### src/rtl/hdb3_plug_b_if.sv
// Symbol stream between the V-insertion stage, the B-insertion stage and the polarity stage.
// Symbol encoding: 00 = zero, 01 = mark, 10 = V, 11 = B.
interface hdb3_plug_b_if;
  logic [1:0] i_plug_v_code;
  logic [1:0] o_plug_b_code;

  modport master (
    output i_plug_v_code,
    input  o_plug_b_code
  );

  modport slave (
    input  i_plug_v_code,
    output o_plug_b_code
  );
endinterface

### src/rtl/hdb3_plug_b.sv
// HDB3 encoder stage 2: rewrites the first zero of a 000V group as B when an even
// number of marks has been seen since the previous V. Fixed 4-register delay, no stall.
module hdb3_plug_b #(
  parameter logic P_INIT_PARITY = 1'b0
) (
  input  logic         i_clk,
  input  logic         i_rst_n,
  hdb3_plug_b_if.slave bus
);
  localparam logic [1:0] SYM_ZERO = 2'b00;
  localparam logic [1:0] SYM_V    = 2'b10;
  localparam logic [1:0] SYM_B    = 2'b11;

  logic [1:0] r_s0;
  logic [1:0] r_s1;
  logic [1:0] r_s2;
  logic [1:0] r_s3;
  logic       r_par;

  logic [1:0] w_in;
  logic       w_is_v;
  logic       w_is_mark;
  logic       w_insert_b;
  logic       w_par_next;
  logic [1:0] w_s3_next;

  assign w_in      = bus.i_plug_v_code;
  assign w_is_v    = (w_in == SYM_V);
  // 01 and 11 both carry a mark; bit 0 distinguishes them from 00 and 10.
  assign w_is_mark = w_in[0];

  // With a V at the input, s2 holds the first zero of its group. A non-zero s2 means
  // the upstream group was malformed, so the slot is left alone rather than overwritten.
  assign w_insert_b = w_is_v && !r_par && (r_s2 == SYM_ZERO);
  assign w_s3_next  = w_insert_b ? SYM_B : r_s2;

  always_comb begin
    w_par_next = r_par;
    if (w_is_v) begin
      w_par_next = 1'b0;
    end else if (w_is_mark) begin
      w_par_next = ~r_par;
    end
  end

  always_ff @(posedge i_clk or negedge i_rst_n) begin
    if (!i_rst_n) begin
      r_s0  <= SYM_ZERO;
      r_s1  <= SYM_ZERO;
      r_s2  <= SYM_ZERO;
      r_s3  <= SYM_ZERO;
      r_par <= P_INIT_PARITY;
    end else begin
      r_s0  <= w_in;
      r_s1  <= r_s0;
      r_s2  <= r_s1;
      r_s3  <= w_s3_next;
      r_par <= w_par_next;
    end
  end

  assign bus.o_plug_b_code = r_s3;
endmodule

### src/flat_wrapper.sv
// flat-port wrapper written by rule: the top's interface ports become plain ports
module hdb3_plug_b_flat 
#(
  parameter logic P_INIT_PARITY = 1'b0
)
  (i_clk, i_rst_n, bus_i_plug_v_code, bus_o_plug_b_code);
  hdb3_plug_b_if bus_i ();
  input  logic i_clk;
  input  logic i_rst_n;
  input wire logic [$bits(bus_i.i_plug_v_code)-1:0] bus_i_plug_v_code;
  output wire logic [$bits(bus_i.o_plug_b_code)-1:0] bus_o_plug_b_code;
  assign bus_i.i_plug_v_code = bus_i_plug_v_code;
  assign bus_o_plug_b_code = bus_i.o_plug_b_code;
  hdb3_plug_b #(.P_INIT_PARITY(P_INIT_PARITY)) u_core (.i_clk(i_clk), .i_rst_n(i_rst_n), .bus(bus_i));
endmodule
### config.mk
export PLATFORM = sky130hd
export DESIGN_NAME = hdb3_plug_b_flat
export DESIGN_NICKNAME = d
export VERILOG_FILES = /design/src/rtl/hdb3_plug_b_if.sv /design/src/rtl/hdb3_plug_b.sv /design/src/flat_wrapper.sv
export SDC_FILE = /design/constraint.sdc
export NUM_CORES = 1
export LEC_CHECK = 0
export BUFFER_PORTS_ARGS = -buffer_cell sky130_fd_sc_hd__buf_2
export CORE_AREA = 2 2 39 41
export DETAILED_ROUTE_END_ITERATION = 10
export DIE_AREA = 0 0 41 43
export HOLD_SLACK_MARGIN = 0.1
export PLACE_DENSITY_LB_ADDON = 0.15
export SYNTH_ARGS = -nofsm -noshare
export SYNTH_HDL_FRONTEND = slang
export SYNTH_SLANG_ARGS = --single-unit
### constraint.sdc
create_clock -name i_clk -period 1.05 [get_ports i_clk]
set_input_delay 0.0525 -clock i_clk [delete_from_list [all_inputs] [get_ports i_clk]]
set_output_delay 0.0525 -clock i_clk [all_outputs]
set_load 0.03 [all_outputs]
==> results of run 1 <==
==> stage by stage <==
step,instances,utilization (%),cell area (µm²)
floorplan,14,-,264
global placement,35,22.3,309
detailed placement,35,22.3,309
finish,42,26.4,365
CTS,42,26.4,365
global route,42,26.4,365
==> sequential cells by signal, indices dropped and copies added (netlist names) <==
name / cells
u_core.bus.o_plug_b_code: 2
u_core.r_par: 1
u_core.r_s0: 2
u_core.r_s1: 2
u_core.r_s2: 2
==> where the power goes <==
part	internal (mW)	switching, mW
combinational	0.0230	0.0262
sequential	0.367	0.00635
clock	0.146	0.114
total	0.536	0.147
==> path summary, 6_finish.rpt <==
path | start | cells after the start | end | slack (ns)
max in group asynchronous | i_rst_n | 2 | u_core.r_s0[0]$_DFF_PN0_ | 0.70
worst min register to register | u_core.r_s0[1]$_DFF_PN0_ | 0 | u_core.r_s1[1]$_DFF_PN0_ | 0.35
worst max register to register | u_core.r_par$_DFFE_PN0P_ | 2 | u_core.bus.o_plug_b_code[0]$_DFF_PN0_ | 0.09
min in group asynchronous | i_rst_n | 2 | u_core.r_s2[1]$_DFF_PN0_ | 0.17
worst min-delay path | bus_i_plug_v_code[0] | 3 | u_core.bus.o_plug_b_code[1]$_DFF_PN0_ | 0.13
worst max-delay path | bus_i_plug_v_code[1] | 4 | u_core.bus.o_plug_b_code[0]$_DFF_PN0_ | 0.04
==> timing repair <==
item | in CTS | in global routing
hold endpoints to repair | 12 | 0
buffers inserted | 0 | 0
hold buffers | 3 | 0
==> cells by family after synthesis <==
logic type       after synthesis  synth area share [%]
AND/OR/NAND/NOR                2                  4.74
flip-flops                     9                  85.3
AO/OA/AOI/OAI                  2                  5.69
multiplexers                   1                  4.27
==> area by class of cell <==
| class | instances | area [µm²] | share of cell area [%] |
|---|---|---|---|
| timing repair buffer | 8 | 55.1 | 15.1 |
| sequential | 9 | 225 | 61.6 |
| clock buffer | 4 | 26.3 | 7.19 |
| multi-input combinational | 5 | 38.8 | 10.6 |
| tap | 16 | 20.0 | 5.48 |
==> synth_stat cells <==
library cell,n,area (µm²)
or3b_1,1,8.76
nor2_1,1,3.75
mux2_2,1,11.3
dfrtp_1,9,225
o21bai_1,2,15.0
==> critical path, delay by kind of cell <==
family / cells / cell delay [ns]
AOI/OAI and AO/OA: 1 / 0.13
buffers and inverters: 2 / 0.64
and+or+nand+nor: 1 / 0.37
==> routing by layer <==
metal	GRT usage [%]	routed length [µm]	vias up
met5	0	0	-
met4	2.00	0	0
met3	7.85	61	0
met2	7.19	151	11
met1	7.69	153	67
li1	-	-	71
==> flow_metrics.tcl, run 1 <==
set metrics [dict create \
    post-place-ws_ns 0.0875 \
    hp-class "in -> reg" \
    setup_viol 0 \
    crit_path_end_kind "flip-flop" \
    num_vias 149 \
    yosysWarnings 0 \
    max_cap_violations 0 \
    final.min_clock_period_ns 1.01 \
    whs_ns 0.125 \
    p_leak_nw 0.165 \
    cts_tree "yes" \
    grt.total_usage_pct 6.50 \
    tritoncts.num_buffers 3 \
    grt_max_degree 10 \
    drt_iter0_markers 0 \
    fin_nets 31 \
    syn-instance-count 14 \
    wl_per_cell_um 8.69 \
    period_share_pct 96.3 \
    first_pass_iters 1 \
    slew_headroom_pct 87.1 \
    grt_pass1_wl_um 662 \
    syn_nets 18 \
    slew_viol_final 0 \
    via_per_inst 3.55 \
    cellPowerDensity_mw_per_mm2 1870 \
    coreArea_mm2 0.00138 \
    irDropWorstVdd_mv 0.844 \
    ant_nets 0 \
    critPathSlowestCell "dlygate4sd3_1" \
    hold_violations 0 \
    final_cell_mix "dfrtp_1, buf_2, clkbuf_4, dlygate4sd3_1, o21bai_1" \
    worstSkewPairLatency_ns 0.26 \
    worstSetupStartpointType "input port" \
    syn_to_final_growth_pct 38.4 \
    rsz0062_at_grt "false" \
    synth.distinct_cells 5 \
    start_util_pct 19.1 \
    antenna_cells 0 \
    syn-cell-area_um2 264 \
    critical_path.max_stage_delay_ns 0.52 \
    antenna_found_initial 0 \
    cts_max_level 1 \
    cp_data_arrival_time_ns 1.20 \
    status "completed" \
    tns_ns 0 \
    yosys_register_bits 9 \
    path_cells "dlygate4sd3_1, buf_2, or3b_1, o21bai_1" \
    mostFrequentLayoutCell "dfrtp_1" \
    grt.overflow.total 0 \
    yosysSeqAreaShare_pct 85.3 \
    setup_ws_ns 0.0388 \
    grt_pass1_vias 141 \
    wirelength_um 365 \
    gp_congestion 0.568 \
    route.detailed.drc 0 \
    finalPower_mw 0.683 \
    path_clk_slew_ns 0.06 \
    die_x_um 41 \
    pin_count 6 \
    worst_pin_slew_ns 0.193 \
    avgSynthCellArea_um2 18.9 \
    critical_path_class "in -> reg" \
    fp.dieH_um 43 \
    finClkSkew_ns 0.00256 \
    clock_sinks 9 \
    fmax_ghz 0.989 \
    crit_required_ns 1.23 \
    cts_max_path_buffers 2 \
    worstPathMaxFanout 3 \
    cts_resized 0 \
    drive_gt1_share_pct 34.6 \
    port_buffers 5 \
    die_area_mm2 0.00176 \
    cts_root_buf "clkbuf_4" \
    fillers 147 \
    rows 14 \
]
Power figures use the tool's default switching activity.
==> run 2, diff against run 1 <==
--- a/config.mk
+++ b/config.mk
@@ -11,6 +11,7 @@
 export DIE_AREA = 0 0 41 43
 export HOLD_SLACK_MARGIN = 0.1
 export PLACE_DENSITY_LB_ADDON = 0.15
+export SLEW_MARGIN = 40
 export SYNTH_ARGS = -nofsm -noshare
 export SYNTH_HDL_FRONTEND = slang
 export SYNTH_SLANG_ARGS = --single-unit
==> constraint.sdc (replaced) <==
create_clock -name i_clk -period 1.2 [get_ports i_clk]
set_input_delay 0.06 -clock i_clk [delete_from_list [all_inputs] [get_ports i_clk]]
set_output_delay 0.06 -clock i_clk [all_outputs]
set_load 0.03 [all_outputs]
==> run 2 against run 1 <==
  * Clock skew barely moved
  * Register-to-register slack improved by 0.15 ns
  * Clock-buffer cell count did not move
  * Die area did not move
  * Cell count did not move
  * Global-route usage fell by 0.90 points
  * Combinational power fell by 14%
  * First-iteration DRC count rose by 2
  * Sequential share of layout area did not move
  * Largest cell class unchanged
  * Largest power group unchanged
==> flow_metrics.tcl, run 2 (synthesis results as in run 1) <==
set metrics [dict create \
    tritoncts.num_buffers 3 \
    wirelength_um 330 \
    path_clk_slew_ns 0.06 \
    antenna_cells 0 \
    slew_viol_final 0 \
    crit_path_end_kind "flip-flop" \
    internal-power_mw 0.469 \
    hold_violations 0 \
    worst_pin_slew_ns 0.192 \
    setup_viol 0 \
    final_cell_mix "dfrtp_1, buf_2, clkbuf_4, dlygate4sd3_1, o21bai_1" \
    grt.total_usage_pct 5.60 \
    cts_root_buf "clkbuf_4" \
    switching_share_pct 20.4 \
    first_pass_iters 2 \
    coreArea_mm2 0.00138 \
    path_cells "dlygate4sd3_1, buf_2, or3b_1, o21bai_1" \
    slew_headroom_pct 87.2 \
    clock_sinks 9 \
    grt_max_degree 10 \
    die_x_um 41 \
    placed_area_um2 309 \
    finalPower_mw 0.589 \
    critical_path_class "in -> reg" \
    fmax_ghz 0.933 \
    cellPowerDensity_mw_per_mm2 1610 \
    r2r-start "u_core.r_par$_DFFE_PN0P_" \
    crit_start "bus_i_plug_v_code[0]" \
    max_cap_violations 0 \
    die_area_mm2 0.00176 \
    final.min_clock_period_ns 1.07 \
    pwr-share-seq_pct 55.6 \
    whs_ns 0.192 \
    cts_max_level 1 \
    num_vias 147 \
    clkPwrFrac_pct 37.2 \
    mostFrequentLayoutCell "dfrtp_1" \
    irDropWorstVdd_mv 0.459 \
    grt_pass1_vias 159 \
    pin_count 6 \
    start_util_pct 19.1 \
    drt_iter0_markers 2 \
    dp.cells 35 \
    tns_ns 0 \
    rsz0062_at_grt "false" \
    hp-class "in -> async" \
    finClkSkew_ns 0.00237 \
    cp_data_arrival_time_ns 1.25 \
    worstPathMaxFanout 4 \
    fin_area_um2 365 \
    combPwrFrac_pct 7.2 \
    worstSkewPairLatency_ns 0.25 \
    critical_path.max_stage_delay_ns 0.53 \
    cts_max_path_buffers 2 \
    status "completed" \
    grt_pass1_wl_um 600 \
    grt.overflow.total 0 \
    critPathSlowestCell "dlygate4sd3_1" \
    period_share_pct 89.3 \
    cts_resized 0 \
    crit_required_ns 1.37 \
    gp_congestion 0.564 \
    route.detailed.drc 0 \
    drive_gt1_share_pct 34.6 \
    final_cells 42 \
    wl_per_cell_um 7.86 \
    syn_to_final_growth_pct 38.4 \
    worstSetupStartpointType "input port" \
    fillers 145 \
    fp.dieH_um 43 \
    p_leak_nw 0.165 \
    port_buffers 5 \
    rows 14 \
    p_sw_mw 0.120 \
    fin_nets 31 \
    antenna_found_initial 0 \
    ant_nets 0 \
    cts_tree "yes" \
    via_per_inst 3.50 \
]
## run 2: cell counts in the layout (fill, tap and decap cells not counted)
Identical to the previous run, type by type.
## run 2: cell type report
class	instances	area, µm²	area share [%]
clock buffer	4	26.3	7.19
timing repair buffer	8	55.1	15.1
tap	16	20.0	5.48
sequential	9	225	61.6
multi-input combinational	5	38.8	10.6
## run 2: path summary, 6_finish.rpt
| kind | to | slack (ns) | cells after the start |
|---|---|---|---|
| setup / recovery | u_core.bus.o_plug_b_code[0]$_DFF_PN0_ | 0.13 | 4 |
| hold / removal | u_core.r_s2[0]$_DFF_PN0_ | 0.19 | 2 |
| setup reg to reg | u_core.bus.o_plug_b_code[0]$_DFF_PN0_ | 0.24 | 2 |
| hold reg to reg | u_core.r_s1[1]$_DFF_PN0_ | 0.35 | 0 |
| max in group asynchronous | u_core.bus.o_plug_b_code[1]$_DFF_PN0_ | 0.84 | 2 |
| min in group i_clk | u_core.r_s1[1]$_DFF_PN0_ | 0.35 | 0 |
## run 2: metrics by stage
| step | utilization, % | setup slack, ns |
|---|---|---|
| 4_1_cts | 26.4 | 0.131 |
| 2_1_floorplan | - | 0.300 |
| 3_3_place_gp | 22.3 | 0.268 |
| 5_1_grt | 26.4 | 0.0723 |
| 3_5_place_dp | 22.3 | 0.250 |
| 6_report | 26.4 | 0.128 |
## run 2: power groups by stage
| stage | clock network, mW | logic, mW | registers [mW] |
|---|---|---|---|
| after floorplan | 0 | 0.00950 | 0.341 |
| after global placement | 0 | 0.0355 | 0.332 |
| after detailed placement | 0 | 0.0359 | 0.333 |
| after CTS | 0.236 | 0.0432 | 0.327 |
| after global routing | 0.255 | 0.0478 | 0.329 |
| final | 0.219 | 0.0422 | 0.327 |
## run 2: per-layer routing
layer | track usage (%) | wire length, µm | vias to the layer above
met5 | 0 | 0 | -
met4 | 4.00 | 0 | 0
met3 | 4.71 | 38 | 0
met2 | 6.88 | 144 | 6
met1 | 6.06 | 147 | 71
li1 | - | - | 70
## run 2: critical path, delay by kind of cell
| family | cells | cell delay, ns |
|---|---|---|
| buffers and inverters | 2 | 0.67 |
| AND/OR/NAND/NOR | 1 | 0.39 |
| AO/OA/AOI/OAI | 1 | 0.13 |
## run 2: timing repair
item / CTS / global route
hold buffers: 3 / 0
endpoints found under the hold margin: 12 / 0
buffers inserted: 0 / 0
==> run 3, diff against run 2 <==
--- a/config.mk
+++ b/config.mk
@@ -7,6 +7,7 @@
 export LEC_CHECK = 0
 export BUFFER_PORTS_ARGS = -buffer_cell sky130_fd_sc_hd__buf_2
 export CORE_AREA = 2 2 39 41
+export CTS_BUF_LIST = sky130_fd_sc_hd__clkbuf_2 sky130_fd_sc_hd__clkbuf_4 sky130_fd_sc_hd__clkbuf_8
 export DETAILED_ROUTE_END_ITERATION = 10
 export DIE_AREA = 0 0 41 43
 export HOLD_SLACK_MARGIN = 0.1
==> run 3 against run 2 <==
  * Clock-buffer cell count did not move
  * Total power is 4.1% higher
  * Cell count stayed put
  * Non-clock buffer count unchanged
  * Highest routed layer unchanged
  * Largest cell class unchanged
  * Via count did not move
  * Setup slack gained 0.00050 ns
  * Clock power up 11%
==> flow_metrics.tcl, run 3 (synthesis results as in run 1) <==
set metrics [dict create \
    grt.overflow.total 0 \
    wirelength_um 331 \
    max_cap_violations 0 \
    grt_pass1_wl_um 607 \
    slew_headroom_pct 87.2 \
    slew_viol_final 0 \
    start_util_pct 19.1 \
    antenna_cells 0 \
    setup_viol 0 \
    rsz0062_at_grt "false" \
    die_area_mm2 0.00176 \
    final_util_pct 26.7 \
    cts_tree "yes" \
    whs_ns 0.189 \
    r2r_cells 2 \
    irDropWorstVdd_mv 0.459 \
    pin_count 6 \
    clock_sinks 9 \
    via_per_inst 3.50 \
    cellPowerDensity_mw_per_mm2 1660 \
    antenna_found_initial 0 \
    grt_pass1_vias 159 \
    worstSetupStartpointType "input port" \
    tritoncts.num_buffers 3 \
    crit_required_ns 1.38 \
    period_share_pct 89.3 \
    critical_path.max_stage_delay_ns 0.53 \
    finClkSkew_ns 0.00362 \
    ant_nets 0 \
    fin_nets 31 \
    die_x_um 41 \
    drive_gt1_share_pct 38.5 \
    path_delay_family "buffers and inverters" \
    worstPathMaxFanout 4 \
    hold_violations 0 \
    r2r-start "u_core.r_par$_DFFE_PN0P_" \
    mostFrequentLayoutCell "dfrtp_1" \
    drt_iter0_markers 2 \
    critical_path_class "in -> reg" \
    critPathSlowestCell "dlygate4sd3_1" \
    first_pass_iters 2 \
    num_vias 147 \
    gp_congestion 0.564 \
    route.detailed.drc 0 \
    dp.cells 35 \
    cts_root_buf "clkbuf_4" \
    cts_resized 0 \
    grt_max_degree 10 \
    cts_max_level 1 \
    r2r_slack_ns 0.24 \
    hp-class "in -> async" \
    p_leak_nw 0.168 \
    worst_pin_slew_ns 0.192 \
    crit_path_end_kind "flip-flop" \
    wl_per_cell_um 7.88 \
    coreArea_mm2 0.00138 \
    path_clk_slew_ns 0.06 \
    path_cells "dlygate4sd3_1, buf_2, or3b_1, o21bai_1" \
    final.min_clock_period_ns 1.07 \
    worstSkewPairLatency_ns 0.25 \
    port_buffers 5 \
    final_cell_mix "dfrtp_1, buf_2, clkbuf_4, dlygate4sd3_1, o21bai_1" \
    grt.total_usage_pct 5.91 \
    rows 14 \
    cp_num_cells 4 \
    tns_ns 0 \
    fmax_ghz 0.933 \
    final_cells 42 \
    syn_to_final_growth_pct 39.8 \
    fp.dieH_um 43 \
    worstPathBufferInverterCount 2 \
    status "completed" \
    cp_data_arrival_time_ns 1.25 \
    cts_max_path_buffers 2 \
    reg2reg_to "u_core.bus.o_plug_b_code[0]$_DFF_PN0_" \
]
[run 3: cell count changes in the layout (fill, tap and decap cells not counted)]
cell and change:
clkbuf_1 -1, clkbuf_4 +1
[run 3: per-layer routing]
metal / vias to the layer above / wire (µm) / global-route usage, %
met3: 0 / 38 / 4.71
met5: - / 0 / 0
met4: 0 / 0 / 6.00
met1: 71 / 139 / 6.06
li1: 70 / - / -
met2: 6 / 153 / 6.88
[run 3: cell type report]
class	instances	area, µm²
repair buffers	8	55.1
well taps	16	20.0
flip-flops and latches	9	225
multi-input cells	5	38.8
fillers	146	1010
clock buffers	4	30.0
[run 3: repair_timing]
item / 4_1_cts / 5_1_grt
hold buffers: 3 / 0
buffers inserted: 0 / 0
endpoints found under the hold margin: 12 / 0
[run 3: metrics by stage]
stage | worst slack (ns) | cell area [µm²] | power (mW)
finish | 0.128 | 369 | 0.613
global route | 0.0751 | 369 | 0.657
CTS | 0.133 | 369 | 0.631
detailed placement | 0.250 | 309 | 0.369
global placement | 0.268 | 309 | 0.368
floorplan | 0.300 | 264 | 0.350
[run 3: worst max-delay path by stage]
stage,endpoint,slack [ns],startpoint
2_1_floorplan,u_core.bus.o_plug_b_code[0]$_DFF_PN0_,0.30,u_core.r_par$_DFFE_PN0P_
3_3_place_gp,u_core.bus.o_plug_b_code[1]$_DFF_PN0_,0.27,u_core.r_par$_DFFE_PN0P_
3_5_place_dp,u_core.bus.o_plug_b_code[0]$_DFF_PN0_,0.25,u_core.r_par$_DFFE_PN0P_
4_1_cts,u_core.bus.o_plug_b_code[0]$_DFF_PN0_,0.13,bus_i_plug_v_code[0]
5_1_grt,u_core.bus.o_plug_b_code[1]$_DFF_PN0_,0.08,bus_i_plug_v_code[0]
6_report,u_core.bus.o_plug_b_code[0]$_DFF_PN0_,0.13,bus_i_plug_v_code[0]
[run 3: power breakdown]
group | internal [mW] | switching (mW) | total [mW]
clock | 0.150 | 0.0936 | 0.243
sequential | 0.321 | 0.00574 | 0.327
combinational | 0.0201 | 0.0221 | 0.0422
total | 0.491 | 0.121 | 0.613
